===== src/rtl/fifo_uart_tx.sv =====
// FIFO-fed 8N1 UART transmitter: pops one word per frame from a synchronous FIFO
// and shifts it out LSB first between a low start bit and a high stop bit.
//
//   state   | meaning
//   IDLE    | line high, waiting for tx_enable and a non-empty FIFO
//   POP     | one-cycle rd_en strobe to the FIFO
//   LOAD    | FIFO data_out now valid, capture into the shift register
//   START   | start bit (line low)
//   DATA    | data bits, LSB first
//   STOP    | stop bit (line high), frame_done on its last cycle
module fifo_uart_tx #(
  parameter int DATA_WIDTH   = 8,
  parameter int CLKS_PER_BIT = 16
) (
  input  logic                  clk,
  input  logic                  rst,
  input  logic                  fifo_empty,
  input  logic [DATA_WIDTH-1:0] fifo_data,
  output logic                  fifo_rd_en,
  input  logic                  tx_enable,
  output logic                  tx,
  output logic                  busy,
  output logic                  frame_done
);

  localparam int CW = (CLKS_PER_BIT > 1) ? $clog2(CLKS_PER_BIT) : 1;
  localparam int IW = (DATA_WIDTH > 1) ? $clog2(DATA_WIDTH) : 1;

  localparam logic [CW-1:0] CNT_LAST = CW'(CLKS_PER_BIT - 1);
  localparam logic [CW-1:0] CNT_PRE  = CW'(CLKS_PER_BIT - 2);
  localparam logic [IW-1:0] IDX_LAST = IW'(DATA_WIDTH - 1);

  localparam logic [2:0] S_IDLE  = 3'd0;
  localparam logic [2:0] S_POP   = 3'd1;
  localparam logic [2:0] S_LOAD  = 3'd2;
  localparam logic [2:0] S_START = 3'd3;
  localparam logic [2:0] S_DATA  = 3'd4;
  localparam logic [2:0] S_STOP  = 3'd5;

  logic [2:0]            state_q, state_d;
  logic [CW-1:0]         cnt_q, cnt_d;
  logic [IW-1:0]         idx_q, idx_d;
  logic [DATA_WIDTH-1:0] shift_q, shift_d;
  logic                  tx_q, tx_d;
  logic                  rd_en_q, rd_en_d;
  logic                  done_q, done_d;
  logic                  cnt_wrap;
  logic                  pop_ok;

  always_comb begin
    state_d  = state_q;
    cnt_d    = cnt_q;
    idx_d    = idx_q;
    shift_d  = shift_q;
    tx_d     = tx_q;
    rd_en_d  = 1'b0;
    done_d   = 1'b0;
    cnt_wrap = (cnt_q == CNT_LAST);
    pop_ok   = tx_enable && !fifo_empty;

    case (state_q)
      S_IDLE: begin
        tx_d = 1'b1;
        if (pop_ok) begin
          state_d = S_POP;
          rd_en_d = 1'b1;
        end
      end
      S_POP: begin
        state_d = S_LOAD;
      end
      S_LOAD: begin
        shift_d = fifo_data;
        tx_d    = 1'b0;
        cnt_d   = '0;
        state_d = S_START;
      end
      S_START: begin
        if (cnt_wrap) begin
          cnt_d   = '0;
          idx_d   = '0;
          tx_d    = shift_q[0];
          state_d = S_DATA;
        end else begin
          cnt_d = cnt_q + 1'b1;
        end
      end
      S_DATA: begin
        if (cnt_wrap) begin
          cnt_d = '0;
          if (idx_q == IDX_LAST) begin
            idx_d   = '0;
            tx_d    = 1'b1;
            state_d = S_STOP;
          end else begin
            idx_d   = idx_q + 1'b1;
            shift_d = shift_q >> 1;
            tx_d    = shift_d[0];
          end
        end else begin
          cnt_d = cnt_q + 1'b1;
        end
      end
      S_STOP: begin
        tx_d = 1'b1;
        if (cnt_wrap) begin
          // The FIFO is only looked at here and in IDLE.
          cnt_d = '0;
          if (pop_ok) begin
            state_d = S_POP;
            rd_en_d = 1'b1;
          end else begin
            state_d = S_IDLE;
          end
        end else begin
          cnt_d  = cnt_q + 1'b1;
          done_d = (cnt_q == CNT_PRE);
        end
      end
      default: begin
        state_d = S_IDLE;
        tx_d    = 1'b1;
        cnt_d   = '0;
        idx_d   = '0;
      end
    endcase
  end

  always_ff @(posedge clk) begin
    if (rst) begin
      state_q <= S_IDLE;
      cnt_q   <= '0;
      idx_q   <= '0;
      shift_q <= '0;
      tx_q    <= 1'b1;
      rd_en_q <= 1'b0;
      done_q  <= 1'b0;
    end else begin
      state_q <= state_d;
      cnt_q   <= cnt_d;
      idx_q   <= idx_d;
      shift_q <= shift_d;
      tx_q    <= tx_d;
      rd_en_q <= rd_en_d;
      done_q  <= done_d;
    end
  end

  assign tx         = tx_q;
  assign fifo_rd_en = rd_en_q;
  assign frame_done = done_q;
  assign busy       = (state_q != S_IDLE);

endmodule


===== config.mk =====
export PLATFORM = sky130hd
export DESIGN_NAME = fifo_uart_tx
export DESIGN_NICKNAME = d
export VERILOG_FILES = /design/src/rtl/fifo_uart_tx.sv
export SDC_FILE = /design/constraint.sdc
export NUM_CORES = 1
export LEC_CHECK = 0
export CAP_MARGIN = 20
export CORE_UTILIZATION = 45
export DETAILED_ROUTE_END_ITERATION = 8
export DONT_BUFFER_PORTS = 1
export PLACE_DENSITY = 0.72
export SLEW_MARGIN = 10
export SYNTH_ARGS = -nofsm -noshare
export SYNTH_HDL_FRONTEND = slang
export SYNTH_SLANG_ARGS = --single-unit

===== constraint.sdc =====
create_clock -name clk -period 4 [get_ports clk]
set_input_delay 0.4 -clock clk [delete_from_list [all_inputs] [get_ports clk]]
set_output_delay 0.4 -clock clk [all_outputs]
set_load 0.01 [all_outputs]

==> summary.txt <==
Worst setup path
  – WP data arrival: roughly 2.5 ns
  – Startpoint Class: flop
  – Worst r2r src: idx_q[0]$_SDFFE_PP0P_
  – Reg2Reg Setup Slack: between 1.5 and 2 ns
  – Worst path most repeated cell: ha_1
  – Critical path type: flop to flop
  – Worst Path Required: between 4 and 5 ns
  – Crit path max fanout: 15
  – Worst path max stage delay: between 0.6 and 0.7 ns
  – Worst setup startpoint: idx_q[0]$_SDFFE_PP0P_
  – Critical path endpoint category: flop
  – Slowest cell on the critical path: a221oi_4
  – CP Cell Sequence: ha_1 > ha_1 > or3b_1 > a221oi_4 > nor2_1 > a311oi_2

Layout
  – Antenna Cells: 0
  – Fin nets: 149
  – Post-Layout Cell Count: 160
  – Layout cells sized above 1: roughly 6.8%
  – Fillers: around 220
  – Area delta synth->final: 1.106%

Route
  – # DRC: 0
  – DRT Wirelength: between 2000 and 2500 um
  – Via Count: between 900 and 1000
  – Metal2 WL: roughly 1000 um
  – Routed len/inst: 13.87 um
  – DR WL met3: between 70 and 80 um
  – Via/cell ratio: between 5 and 6
  – 1st-iter DRT viols: 29
  – Top routing layer used: met4
  – M1 WL: 1125 um
  – Antenna Nets Post-Route: 0
  – Initial DRT Pass Iterations: 4

STA
  – Slew @ Worst Pin: 0.9374 ns
  – Worst Skew: about 0.0043 ns
  – Final setup violation count: 0
  – Final WS setup: around 1.7 ns
  – Setup TNS: 0 ns
  – Peak Freq: approximately 0.44 GHz
  – Tcrit/Tclk final: 56.98%
  – Slew headroom: between 30% and 40%
  – RSZ-0062 raised after global routing: false
  – WHS: 0.1457 ns
  – Hold Vio Cnt, Final: 0
  – Final slew viol count: 0
  – Post-layout minimum cycle time: 2.279 ns

Clocking
  – # resized after CTS: 0
  – Skew-Pair Late Insertion Delay: around 0.30 ns
  – CTS Hold Bufs: 0
  – TritonCTS Buffers: 3
  – Clock Sinks: 21
  – Clock-pin slew on the worst setup and hold paths: between 0.1 and 0.15 ns
  – CTS tree: yes
  – Post-CTS setup buffer count: 0
  – H-tree levels: 1
  – Clock Tree Root: clkbuf_4
  – Clock Path Buffers: 2

Synthesis
  – Post-synthesis sequential area ratio: between 30% and 40%
  – EDFF count, synth: 0
  – Synthesized area per cell: around 8.1 sq um
  – Synthesized flop and latch total: 21
  – Cell area after synthesis: between 1000 and 1500 sq um
  – Cells after Synth: between 100 and 150
  – Asr flop ratio synth: 0%
  – Mapped Nets: between 150 and 200
  – Synth unique cells: 35
  – Yosys warnings: 0
  – Main synth FF type: dfxtp_1

Power
  – Pleak: a little under 0.4 nW
  – Power Density: between 300 and 400 nW/um^2
  – Max IR drop VDD: 0.0001513 V

Global route
  – Vias in the first global route: a little under 900
  – First-pass GRT wire length: ~3700 um
  – Initial antenna violation count: 0
  – Gr ovfl total: 0
  – Largest net degree at the start of global routing: 22
  – Total GRT Usage: 18.04%

Floorplan
  – Initial Utilization: between 40 and 50%
  – Rows: 17
  – Die height: about 52 um
  – Num ports: 16
  – Core area: ~2300 sq um
  – Die span in x: between 50 and 60 um
  – Die area: about 2700 sq um

Run status
  – Status: finished clean

Place
  – Hpwl dp: between 1500 and 2000 um
  – Post-place setup slack: between 1.5 and 2 ns
  – Gp weighted congestion: ~0.8
  – PortBufs: 0
  – Post-Place Cells: around 160

Worst hold path
  – Min-delay src: rst
  – Min-Delay Path Class: primary input to flop

Run
  – Max-cap violations: 0
==> registers in the layout, summed over array words and instances, names as in the netlist <==
| register | cells |
|---|---|
| tx | 1 |
| frame_done | 1 |
| state_q | 3 |
| shift_q | 8 |
| fifo_rd_en | 1 |
| cnt_q | 4 |
| idx_q | 3 |
==> where the power goes <==
group          leakage, nW  internal, W  switching, W
Clock               0.0177    0.0000372     0.0000667
Sequential           0.171     0.000219     0.0000135
Combinational        0.209    0.0000168     0.0000183
Total                0.397     0.000273     0.0000985
==> synthesized netlist by cell type (3+ instances only) <==
master / n / area (sq um)
dfxtp_1: 21 / 420.4
nand2_1: 21 / 78.83
nor2_1: 18 / 67.56
a21oi_1: 9 / 45.04
clkbuf_1: 9 / 33.78
o21ai_0: 6 / 30.03
a311oi_1: 5 / 43.79
nand2b_1: 5 / 31.28
ha_1: 4 / 50.05
mux2i_1: 4 / 40.04
nand3_1: 3 / 15.01
nor3_1: 3 / 15.01
nor3b_1: 3 / 22.52
==> cell usage in the layout (no fill, tap or decap), types with 3 or more instances in the layout <==
cell type,netlist,final
o21ai_0,6,6
mux2i_1,4,4
nor3_1,3,3
clkbuf_4,0,3
nand2b_1,5,5
nand2_1,21,21
dfxtp_1,21,21
nor3b_1,3,3
nor2_1,18,18
ha_1,4,4
nand3_1,3,3
a311oi_1,5,5
a21oi_1,9,9
==> per-stage QoR <==
stage               instance area, sq um  total power [W]  util, %
floorplan                           1131        0.0002700        -
global placement                    1116        0.0002703    48.58
detailed placement                  1116        0.0002725    48.58
CTS                                 1144        0.0003725    49.78
global route                        1144        0.0003892    49.78
finish                              1144        0.0003718    49.78
==> critical path, delay by kind of cell, from the launching register on <==
family / cells / cell delay (ns)
AOI/OAI and AO/OA: 2 / 0.88
and+or+nand+nor: 2 / 0.54
adders and majority gates: 2 / 0.43
DFF: 1 / 0.35
==> routing by layer <==
| metal | up-vias | global-route usage, % |
|---|---|---|
| met5 | - | 0 |
| met4 | 0 | 5.263 |
| met3 | 2 | 3.509 |
| met2 | 22 | 31.20 |
| met1 | 447 | 22.46 |
| li1 | 478 | - |
==> area by class of cell <==
| type | count | area (sq um) | area share, % |
|---|---|---|---|
| multi-input combinational | 105 | 653.1 | 57.11 |
| tap | 28 | 35.03 | 3.063 |
| inverter | 2 | 7.507 | 0.6565 |
| clock buffer | 3 | 22.52 | 1.969 |
| clock inverter | 1 | 5.005 | 0.4376 |
| sequential | 21 | 420.4 | 36.76 |
==> kinds of logic (layout without fill, tap and decap cells) <==
logic type / Yosys count / after routing / share of synthesized area [%]
and+or+nand+nor: 67 / 67 / 29.32
AOI/OAI and AO/OA: 30 / 30 / 20.47
DFF: 21 / 21 / 37.17
buffers and inverters: 13 / 6 / 5.088
adders and majority gates: 4 / 4 / 4.425
muxes: 4 / 4 / 3.540
==> path summary, 6_finish.rpt <==
| check | to | depth (start not counted) |
|---|---|---|
| setup reg to reg | shift_q[0]$_SDFFE_PP0P_ | 6 |
| hold reg to reg | shift_q[5]$_SDFFE_PP0P_ | 2 |
| hold / removal | shift_q[6]$_SDFFE_PP0P_ | 1 |
| setup / recovery | shift_q[0]$_SDFFE_PP0P_ | 6 |
Note: power is estimated with default switching activity, not from simulation.
